$ cat config.mk
export PLATFORM = sky130hd
export DESIGN_NAME = adder_32bit_r
export DESIGN_NICKNAME = d
export VERILOG_FILES = /design/src/rtl/adder_32bit_r.sv
export SDC_FILE = /design/constraint.sdc
export NUM_CORES = 1
export LEC_CHECK = 0
export CAP_MARGIN = 20
export CORE_MARGIN = 5
export CORE_UTILIZATION = 43
export DETAILED_ROUTE_END_ITERATION = 8
export GPL_TIMING_DRIVEN = 1
export PLACE_DENSITY = 0.81
export SLEW_MARGIN = 40
export SYNTH_ARGS = -nofsm -noshare
export SYNTH_HDL_FRONTEND = slang
export SYNTH_SLANG_ARGS = --single-unit
$ cat constraint.sdc
create_clock -name clk -period 0.8 [get_ports clk]
set_input_delay 0.16 -clock clk [delete_from_list [all_inputs] [get_ports clk]]
set_output_delay 0.16 -clock clk [all_outputs]
set_load 0.03 [all_outputs]
$ cat src/rtl/adder_32bit_r.sv
// Registered 32-bit two's-complement adder with carry-in, carry-out and
// signed-overflow flag. The integer add datapath for the MiniMIPS ALU.
// The combinational core is built from eight 4-bit carry-lookahead groups
// whose group carries ripple from one group to the next. Sum and flags
// are registered together so downstream logic always samples a coherent
// result one cycle after the operands.
module adder_32bit_r (
    input  logic [31:0] value1,
    input  logic [31:0] value2,
    output logic [31:0] sum,
    output logic        carry_out,
    input  logic        carry_in,
    output logic        overflow,
    input  logic        clk,
    input  logic        reset_n
);

    localparam int unsigned NUM_GROUPS = 8;
    localparam int unsigned GROUP_W    = 4;

    logic [31:0] w_g;        // per-bit generate
    logic [31:0] w_p;        // per-bit propagate
    logic [32:0] w_c;        // w_c[i] is the carry into bit i; w_c[32] is c32
    logic [31:0] w_sum;
    logic        w_overflow;

    logic [31:0] r_sum;
    logic        r_carry_out;
    logic        r_overflow;

    assign w_g = value1 & value2;
    assign w_p = value1 ^ value2;

    // Carry network: 4-bit lookahead inside each group, ripple between groups.
    always_comb begin
        // NOTE: every bit gets a default first so no path leaves w_c unassigned (no latch).
        w_c    = '0;
        w_c[0] = carry_in;
        for (int k = 0; k < NUM_GROUPS; k++) begin
            int unsigned b;
            logic        ci;
            logic [3:0]  g;
            logic [3:0]  p;
            b  = k * GROUP_W;
            ci = w_c[b];
            g  = w_g[b +: GROUP_W];
            p  = w_p[b +: GROUP_W];
            w_c[b + 1] = g[0]
                       | (p[0] & ci);
            w_c[b + 2] = g[1]
                       | (p[1] & g[0])
                       | (p[1] & p[0] & ci);
            w_c[b + 3] = g[2]
                       | (p[2] & g[1])
                       | (p[2] & p[1] & g[0])
                       | (p[2] & p[1] & p[0] & ci);
            w_c[b + 4] = g[3]
                       | (p[3] & g[2])
                       | (p[3] & p[2] & g[1])
                       | (p[3] & p[2] & p[1] & g[0])
                       | (p[3] & p[2] & p[1] & p[0] & ci);
        end
    end

    // Sum bits and signed overflow (carry into bit 31 vs carry out of bit 31).
    assign w_sum      = w_p ^ w_c[31:0];
    assign w_overflow = w_c[31] ^ w_c[32];

    // Output register: captures sum and flags together; cleared asynchronously.
    always_ff @(posedge clk or negedge reset_n) begin
        if (!reset_n) begin
            r_sum       <= '0;
            r_carry_out <= 1'b0;
            r_overflow  <= 1'b0;
        end else begin
            // NOTE: non-blocking assignments so all three registers update from the same pre-edge values.
            r_sum       <= w_sum;
            r_carry_out <= w_c[32];
            r_overflow  <= w_overflow;
        end
    end

    assign sum       = r_sum;
    assign carry_out = r_carry_out;
    assign overflow  = r_overflow;

endmodule

## Word-level counts from Yosys, hierarchy flattened

Cells that the tools add are included.

| storage, ports and cells | value |
|---|---|
| register bits | 34 |
| bits of input ports | 67 |
| output and inout port bits | 34 |
| word-level logic and storage cells | 215 |

| operators by class | value |
|---|---|
| bitwise operators | 212 |

Operator list:

| operator | number |
|---|---|
| 1-bit AND | 128 |
| 1-bit OR | 80 |
| 32-bit XOR | 2 |
| 32-bit AND | 1 |
| 1-bit XOR | 1 |

## Longest topological paths before layout

Gate-level depths: netlist (run 1).

| depth | value |
|---|---|
| word-level depth | 21 |
| gate-level depth with buffers | 9 |
| depth with buffers taken out | 9 |

## Least setup slack after synthesis (run 1)

Ideal clock, no wire load.

| path | value |
|---|---|
| kind | input-to-reg |
| from | in value1[10] |
| to | reg r_sum[29], in the netlist sum[29] |
| library setup time | 0.124 ns |
| data arrival time | 2.238 ns |
| required time | 0.676 ns |
| path slack | -1.562 ns |
| stages on the path | 9 |
| buffers on the path | 0 |
| cell sequence | ha_1 > a21o_1 > a221oi_2 > o2bb2ai_2 > a21oi_2 > o22ai_1 > or2_2 > fa_1 > xor2_1 |

| on the way | value |
|---|---|
| cells in the longest elaborated chain, start to end | 17 |
| elaborated cells on any way between the ends | 24 |
| those cells by class | bitwise: 24 |

RTL lines:

| item | RTL line | text |
|---|---|---|
| from (decl) | 8 | `input logic [31:0] value1,` |
| 32-bit AND or 32-bit XOR (tied branches) | 31, 32 |  |
| 1-bit AND (on tied branches) | n/a |  |
| 1-bit OR, or another cell as far along | 58 | `\| (p[3] & g[2])` |
| 1-bit OR, or another cell as far along | 59 | `\| (p[3] & p[2] & g[1])` |
| 1-bit OR or 1-bit AND (tied branches) | 60, 61 |  |
| 1-bit OR (*) | 61 | `\| (p[3] & p[2] & p[1] & p[0] & ci);` |
| 1-bit AND (*) | 61 |  |
| 1-bit OR (*) | 61 |  |
| [2 not listed] | n/a |  |
| 1-bit AND (*) | 61 |  |
| 1-bit OR (*) | 61 |  |
| 1-bit AND (*) | 61 |  |
| 1-bit OR (*) | 61 |  |
| 1-bit AND (*) | 49 | `\| (p[0] & ci);` |
| 1-bit OR (*) | 49 |  |
| 32-bit XOR (*) | 66 | `assign w_sum = w_p ^ w_c[31:0];` |
| named net w_sum[29] | 24 | `logic [31:0] w_sum;` |
| to (signal assigned) | 77 | `r_sum <= w_sum;` |
| to (decl) | 27 | `logic [31:0] r_sum;` |

Mark *: on every way through the listed nets, which the timed path passes. The rest lies on a longest branch.

## Worst setup path after layout (run 1)

| path | value |
|---|---|
| from | in value2[0] |
| to | reg r_sum[13], in the netlist sum[13] |

| on the way | value |
|---|---|
| cells in the longest elaborated chain, start to end | 11 |
| elaborated cells on any way between the ends | 14 |
| those cells by class | bitwise: 14 |

RTL lines:

| item | RTL line | text |
|---|---|---|
| from (decl) | 9 | `input logic [31:0] value2,` |
| 32-bit AND or 32-bit XOR (tied branches) | 31, 32 |  |
| 1-bit AND (on tied branches) | 60, 61 |  |
| 1-bit OR or 1-bit AND (tied branches) | 60, 61 |  |
| 1-bit OR (*) | 61 |  |
| 1-bit AND (*) | 61 |  |
| 1-bit OR (*) | 61 |  |
| 1-bit AND (*) | 61 |  |
| 1-bit OR (*) | 61 |  |
| 1-bit AND (*) | 49 |  |
| 1-bit OR (*) | 49 |  |
| 32-bit XOR (*) | 66 |  |
| named net w_sum[13] | 24 |  |

Marked as above.

==> results.sh, run 1 <==
export IMPL_outcome="finished, violations left"
export IMPL_violations="negative setup slack"
export IMPL_setup_violations=66
export IMPL_finalCritPeriodShare_pct=261.9
export IMPL_cellPowerDensity_mw_per_mm2=1680
export IMPL_maxCapViolations=0
export IMPL_avgSynthCellArea_um2=11.08
export IMPL_root_buffer="clkbuf_8"
export IMPL_initial_core_util_pct=43.68
export IMPL_gr_total_overflow=0
export IMPL_ios=101
export IMPL_io_buffers=100
export IMPL_ant_nets=0
export IMPL_drt_first_pass_iters=4
export IMPL_synth_area_leaders="dfrtp_1 36%, ha_1 17%, fa_1 6.8%"
export IMPL_vias=2556
export IMPL_ys_warn_count=0
export IMPL_grt_util_all_layers_pct=23.61
export IMPL_critPathRequiredTime_ps=980
export IMPL_finalSetupTns_ps=-38160
export IMPL_synth_compound_area_share_pct=20.24
export IMPL_tightestPinTransition_ps=523.9
export IMPL_power_leakage_nw=2.168
export IMPL_yosys_area_share_simple_pct=10.65
export IMPL_final_util_pct=90.42
export IMPL_grt_pass1_wl_um=13450
export IMPL_die_h_um=84.10
export IMPL_seq_area_frac_synth_pct=36.04
export IMPL_rsz0062_at_grt="true"
export IMPL_max_freq_mhz=477.2
export IMPL_h_tree_depth=2
export IMPL_syn_cell_area_mm2=0.002361
export IMPL_path_class="input pin to register"
export IMPL_synth_ff_type="dfrtp_1"
export IMPL_cts_sinks=34
export IMPL_synth_distinct_cells=45
export IMPL_numCtsBuffers=5
export IMPL_die_area_mm2=0.007073
export IMPL_diodes=0
export IMPL_drcViolationCount=0
export IMPL_drive_above_1_share_pct=62.38
export IMPL_synth_largest_area_cell="dfrtp_1"
export IMPL_area_growth_syn_to_layout_pct=107.0
export IMPL_cp_arrival_ps=2280
export IMPL_clockBufferDepth=2
export IMPL_antenna_found_initial=0
export IMPL_worst_setup_path_end_kind="register"
export IMPL_drtIter0Drc=85
export IMPL_synth_mux_area_share_pct=0
export IMPL_globalplace_congestion=0.8079
export IMPL_final_cell_mix="69 x buf_4, 54 x buf_6, 34 x dfrtp_1"
export IMPL_async_flop_share_pct=100.0
export IMPL_synth_edf_count=0
export IMPL_path_clk_slew_ps=70
export IMPL_synth_xor_area_share_pct=7.419
export IMPL_synth_fa_ha_area_share_pct=23.74
export IMPL_wire_per_inst_um=18.83
export IMPL_final_max_slew_viol_count=0
export IMPL_die_x_um=84.10
export IMPL_crit_path_max_fanout=2
export IMPL_dpl_hpwl_um=5729
export IMPL_core_mm2=0.005405
export IMPL_synth_top_family_by_area="adder cells"
export IMPL_first_global_vias=2834
export IMPL_fin_crit_ps=2096
export IMPL_hold_path_class="input pin to register"
export IMPL_max_slew_margin_rel_pct=64.81
export IMPL_ir_worst_vdd_v=0.001060
export IMPL_setup_slack_ps=-1296
export IMPL_timing_hold_violations_final=0
export IMPL_ys_ff_latch=34
export IMPL_synth_net_count=320
export IMPL_final_nets=510
export IMPL_cts_tree="built"
export IMPL_synth_top_area_share_pct=36.04
export IMPL_syn_inst=213
export IMPL_rows=27
export IMPL_routed_wl_um=8963
export IMPL_start_kind="input pin"
export IMPL_vias_per_cell=5.370
export IMPL_grt_max_degree=35
export IMPL_final_common_cell="buf_4"
-- critical path, cell delays in order --
cell	delay [ps]
buf_8	100
ha_4	220
a211o_1	280
nand4_1	120
nand2_2	90
or2_4	250
a21o_1	190
a221o_2	360
fa_2	340
xor2_1	160
-- cells by family after synthesis --
group / Yosys count
buf+inv: 12
xor+xnor: 20
flops: 34
simple gates: 46
compound gates: 61
fa+ha+maj: 40
-- cells in the mapped netlist (2+ instances only) --
master and number:
o211ai_1 4, o2bb2ai_2 2, nand2_1 13, xnor2_1 10, inv_1 12, and3_4 2
a31oi_1 3, and2_1 3, o21a_1 2, nand4_1 4, fa_1 8, nor2_1 9
o311ai_1 2, a211oi_1 2, a21oi_2 2, a21o_1 7, and4_1 2, a21oi_1 16
nor3b_1 2, o21ai_0 5, xor2_1 10, a211o_1 3, nor3_1 4, dfrtp_1 34
ha_1 32
-- repair_timing --
action,in CTS,in global routing
hold buffers,1,0
endpoints found under the setup margin,68,67
resized for setup,251,35
endpoints found under the hold margin,34,0
buffers inserted,10,12
pin swaps,65,45
-- metal layers --
layer	wire, µm	global-route usage, %	share of wire [%]	up-vias
met5	0	0	0	-
met4	220	6.433	2.5	0
met3	676	8.786	7.5	26
met2	4970	45.84	55	98
met1	3095	23.08	35	1266
li1	-	-	-	1166
-- power breakdown --
group	total (mW)	internal (mW)	leakage (nW)	switching, mW
clock	1.58	0.932	0.0524	0.647
sequential	2.25	2.08	0.397	0.178
combinational	4.38	2.21	1.72	2.17
-- registers in the layout, summed over array words and instances (netlist names) --
signal     count
overflow       1
carry_out      1
sum           32
-- path summary, 6_finish.rpt --
check	slack, ps	endpoint	start	cells past startpoint
min	230	sum[17]$_DFF_PN0_	value1[17]	3
max in group asynchronous	270	sum[31]$_DFF_PN0_	reset_n	3
max	-1300	sum[13]$_DFF_PN0_	value2[0]	10
min in group asynchronous	350	sum[25]$_DFF_PN0_	reset_n	3
-- final cells by class --
type,instances,area (µm²)
clock inverter,1,30.03
sequential,34,850.8
tap,72,90.09
multi-input combinational,167,2153
inverter,12,52.55
timing repair buffer,183,1634
clock buffer,7,76.32
fill,222,518.0
-- through the flow --
stage / total power, mW / setup slack, ps / std cells / instance area (µm²) / hold WS, ps
final: 8.208 / -1296 / 476 / 4887 / 233.4
after global routing: 8.602 / -1340 / 476 / 4887 / 254.9
after CTS: 7.860 / -1313 / 465 / 4679 / 241.9
after detailed placement: 5.794 / -1974 / 447 / 4208 / 137.0
after global placement: 5.682 / -1915 / 447 / 4208 / 128.8
after floorplan: 4.098 / -1406 / 213 / 2716 / -135.6
(Power assumes the default switching activity.)
==> run 2: changes to the inputs <==
- clock period: 0.8 -> 2.1 ns (I/O delays scaled with it)
==> results.sh, run 2 (same netlist as run 1, synthesis figures left out) <==
export IMPL_outcome="finished, violations left"
export IMPL_violations="negative setup slack"
export IMPL_grt_util_all_layers_pct=21.68
export IMPL_globalplace_congestion=0.8030
export IMPL_die_h_um=84.10
export IMPL_worst_setup_path_end_kind="register"
export IMPL_drtIter0Drc=94
export IMPL_p_total_mw=2.791
export IMPL_cts_tree="built"
export IMPL_ios=101
export IMPL_drt_first_pass_iters=4
export IMPL_root_buffer="clkbuf_8"
export IMPL_die_x_um=84.10
export IMPL_dpl_hpwl_um=5443
export IMPL_area_growth_syn_to_layout_pct=91.89
export IMPL_critPathRequiredTime_ps=2270
export IMPL_cellPowerDensity_mw_per_mm2=616.1
export IMPL_numCtsBuffers=5
export IMPL_initial_core_util_pct=43.68
export IMPL_clockBufferDepth=2
export IMPL_final_common_cell="buf_4"
export IMPL_diodes=0
export IMPL_crit_path_max_fanout=2
export IMPL_vias_per_cell=5.231
export IMPL_vias=2427
export IMPL_routed_wl_um=7687
export IMPL_hold_path_class="input pin to asynchronous set/reset pin"
export IMPL_power_leakage_nw=2.005
export IMPL_h_tree_depth=2
export IMPL_drive_above_1_share_pct=48.98
export IMPL_finalCritPeriodShare_pct=110.8
export IMPL_path_class="input pin to register"
export IMPL_gr_total_overflow=0
export IMPL_setup_violations=13
export IMPL_timing_hold_violations_final=0
export IMPL_grt_pass1_wl_um=12440
export IMPL_io_buffers=100
export IMPL_ant_nets=0
export IMPL_first_global_vias=2748
export IMPL_core_mm2=0.005405
export IMPL_drcViolationCount=0
export IMPL_largest_reg_flops=32
export IMPL_ir_worst_vdd_v=0.0003057
export IMPL_max_slew_margin_rel_pct=72.02
export IMPL_start_kind="input pin"
export IMPL_rsz0062_at_grt="true"
export IMPL_final_max_slew_viol_count=0
export IMPL_placed_cell_area_mm2=0.004189
export IMPL_fin_crit_ps=2327
export IMPL_seq_area_um2=850.8
export IMPL_wire_per_inst_um=16.57
export IMPL_multi_input_area_mm2=0.002004
export IMPL_grt_max_degree=35
export IMPL_cp_arrival_ps=2500
export IMPL_path_clk_slew_ps=60
export IMPL_max_freq_mhz=429.8
export IMPL_cts_sinks=34
export IMPL_setup_slack_ps=-226.7
export IMPL_worst_hold_slack_ps=70.17
export IMPL_final_nets=500
export IMPL_die_area_mm2=0.007073
export IMPL_fillers=296
export IMPL_maxCapViolations=0
export IMPL_rows=27
export IMPL_final_cell_mix="69 x buf_4, 44 x clkdlybuf4s50_1, 34 x dfrtp_1"
export IMPL_fin_area_mm2=0.004531
export IMPL_antenna_found_initial=0
export IMPL_tightestPinTransition_ps=419.7
==> run 2: critical path: stages <==
cell,delay [ps]
buf_8,100
ha_4,230
a211o_1,270
nand4_1,90
nand2_2,80
or2_1,240
a21o_1,180
a221o_2,380
fa_2,370
xor2_1,140
==> run 2: where the power goes <==
group          leakage, nW  total (mW)  internal [mW]  switching, mW
clock network       0.0431       0.473          0.253          0.220
logic                 1.57        1.49          0.736          0.759
registers            0.397       0.823          0.789         0.0345
==> run 2: final cells by class <==
type | instances | area share [%]
clock buffer | 6 | 1.823
sequential | 34 | 18.78
multi-input combinational | 167 | 44.24
timing repair buffer | 173 | 32.17
inverter | 12 | 0.9942
tap | 72 | 1.988
==> run 2: per-layer routing <==
layer	track usage, %	wire length, µm
met1	21.57	2769
met2	40.82	4146
met3	7.404	539
met4	8.626	231
met5	0	0
==> run 2: path summary, 6_finish.rpt <==
check | endpoint | slack (ps) | startpoint
max in group asynchronous | sum[9]$_DFF_PN0_ | 1730 | reset_n
worst min-delay path | sum[20]$_DFF_PN0_ | 70 | reset_n
min in group clk | sum[20]$_DFF_PN0_ | 510 | value1[20]
worst max-delay path | sum[13]$_DFF_PN0_ | -230 | value2[0]
==> run 2: stage by stage <==
stage	worst slack [ps]	util (%)	std cells	TNS, ps
floorplan	-365.8	-	213	-1668
global placement	-877.4	77.50	441	-17550
detailed placement	-936.2	77.50	441	-18790
CTS	-268.5	82.69	459	-2279
global route	-280.3	83.82	464	-2875
finish	-226.7	83.82	464	-1856
==> run 2: repair_timing <==
action / CTS / global route
setup endpoints to repair: 29 / 25
hold buffers: 0 / 0
setup buffers: 12 / 7
pin swaps: 52 / 37
gates resized for setup: 178 / 36
==> run 3: changes to the inputs <==
- CORE_UTILIZATION: 43 -> 50
- DONT_BUFFER_PORTS: not set -> 1
- PLACE_DENSITY: 0.81 -> 0.7
==> results.sh, run 3 (same netlist as run 1, synthesis figures left out) <==
export IMPL_outcome="finished, violations left"
export IMPL_violations="negative setup slack"
export IMPL_drive_above_1_share_pct=37.74
export IMPL_fin_area_mm2=0.003189
export IMPL_rsz0062_at_grt="true"
export IMPL_setup_violations=4
export IMPL_area_growth_syn_to_layout_pct=35.08
export IMPL_maxCapViolations=0
export IMPL_max_freq_mhz=455.9
export IMPL_tightestPinTransition_ps=320.1
export IMPL_io_buffers=0
export IMPL_drtIter0Drc=70
export IMPL_antenna_found_initial=0
export IMPL_post_place_ws_ps=-395.4
export IMPL_worst_setup_path_end_kind="register"
export IMPL_clock_power_share_pct=19.9
export IMPL_final_max_slew_viol_count=0
export IMPL_pwr_share_seq_pct=51.6
export IMPL_placed_cell_area_mm2=0.003065
export IMPL_critPathRequiredTime_ps=2260
export IMPL_numCtsBuffers=5
export IMPL_grt_pass1_wl_um=8811
export IMPL_path_clk_slew_ps=60
export IMPL_ios=101
export IMPL_cts_sinks=34
export IMPL_cts_tree="built"
export IMPL_die_x_um=78.72
export IMPL_start_kind="input pin"
export IMPL_max_slew_margin_rel_pct=78.68
export IMPL_path_class="input pin to register"
export IMPL_cp_arrival_ps=2360
export IMPL_crit_buf_inv=0
export IMPL_timing_hold_violations_final=0
export IMPL_root_buffer="clkbuf_8"
export IMPL_final_nets=372
export IMPL_finalCritPeriodShare_pct=104.5
export IMPL_hold_path_class="input pin to register"
export IMPL_grt_util_all_layers_pct=18.16
export IMPL_gr_total_overflow=0
export IMPL_finalSetupTns_ps=-186.0
export IMPL_grt_max_degree=35
export IMPL_max_stage_delay_ps=380
export IMPL_vias=1859
export IMPL_globalplace_congestion=0.8724
export IMPL_p_int_mw=1.361
export IMPL_cp_cell_sequence="ha_4, a211o_1, nand4_1, nand2_1, or2_1, a21o_1, a221o_2, fa_2, xor2_1"
export IMPL_critPathSlowestCell="a221o_2"
export IMPL_crit_path_max_fanout=3
export IMPL_dpl_hpwl_um=4663
export IMPL_die_area_mm2=0.006196
export IMPL_fin_crit_ps=2193
export IMPL_largest_reg_flops=32
export IMPL_rows=25
export IMPL_power_leakage_nw=1.372
export IMPL_diodes=0
export IMPL_setup_slack_ps=-93.47
export IMPL_combPwrFrac_pct=28.5
export IMPL_wire_per_inst_um=16.99
export IMPL_fillers=356
export IMPL_cellPowerDensity_mw_per_mm2=689.5
export IMPL_routed_wl_um=5419
export IMPL_die_h_um=78.72
export IMPL_final_common_cell="buf_4"
export IMPL_vias_per_cell=5.828
export IMPL_p_sw_mw=0.8382
export IMPL_final_cell_mix="42 x buf_4, 34 x dfrtp_1, 20 x ha_4"
export IMPL_core_mm2=0.004661
export IMPL_first_global_vias=2054
export IMPL_drcViolationCount=0
export IMPL_h_tree_depth=2
export IMPL_path_delay_family="compound AO/OA/AOI/OAI gates"
export IMPL_ant_nets=0
export IMPL_drt_first_pass_iters=4
export IMPL_initial_core_util_pct=50.66
export IMPL_p_sw_share_pct=38.12
export IMPL_ir_worst_vdd_v=0.0002883
export IMPL_clockBufferDepth=2
run 3: cell types whose count changed in the layout (fill, tap and decap cells not counted), moves of 3 or more:
cell	delta
buf_6	-9
ha_4	-4
a21oi_1	+3
buf_4	-27
clkdlybuf4s15_2	-7
dlygate4sd2_1	-6
clkdlybuf4s15_1	-9
clkbuf_2	-11
buf_2	-14
clkdlybuf4s50_1	-44
ha_1	+6
run 3: worst paths after layout:
path / startpoint / end / depth (start not counted)
max: value1[0] / sum[13]$_DFF_PN0_ / 9
min in group asynchronous: reset_n / sum[14]$_DFF_PN0_ / 2
max in group asynchronous: reset_n / overflow$_DFF_PN0_ / 2
min: value2[8] / sum[8]$_DFF_PN0_ / 1
run 3: routing by layer:
metal / vias up / global-route usage (%) / wire length (µm)
li1: 886 / - / -
met5: - / 0 / 0
met4: 0 / 8.217 / 112
met1: 889 / 17.94 / 1978
met3: 8 / 6.009 / 421
met2: 76 / 34.04 / 2907
run 3: area by class of cell:
| class | count | area [µm²] | share of cell area, % |
|---|---|---|---|
| multi-input cells | 167 | 1793 | 56.22 |
| well taps | 54 | 67.56 | 2.118 |
| inverters | 12 | 45.04 | 1.412 |
| flip-flops and latches | 34 | 850.8 | 26.68 |
| clock buffers | 7 | 76.32 | 2.393 |
| repair buffers | 45 | 356.6 | 11.18 |
run 3: power groups by stage:
| stage | Sequential (mW) | Combinational [mW] | Clock (mW) |
|---|---|---|---|
| 2_1_floorplan | 1.12 | 0.428 | 0 |
| 3_3_place_gp | 1.15 | 0.577 | 0 |
| 3_5_place_dp | 1.15 | 0.603 | 0 |
| 4_1_cts | 1.14 | 0.630 | 0.457 |
| 5_1_grt | 1.14 | 0.704 | 0.483 |
| 6_report | 1.13 | 0.627 | 0.438 |
run 3: what timing repair did:
item | CTS | global route
hold buffers | 2 | 0
hold endpoints to repair | 34 | 0
endpoints found under the setup margin | 4 | 8
resized for setup | 2 | 0
setup buffers | 1 | 0
cloned | 0 | 0
run 3: through the flow:
step           util [%]  total power, mW  hold slack, ps  instances
5_1_grt           68.43            2.330           302.0        319
3_3_place_gp      65.77            1.727           125.2        309
6_report          68.43            2.199           313.0        319
4_1_cts           68.43            2.226           304.7        319
2_1_floorplan         -            1.551           124.4        213
3_5_place_dp      65.77            1.756           125.3        309
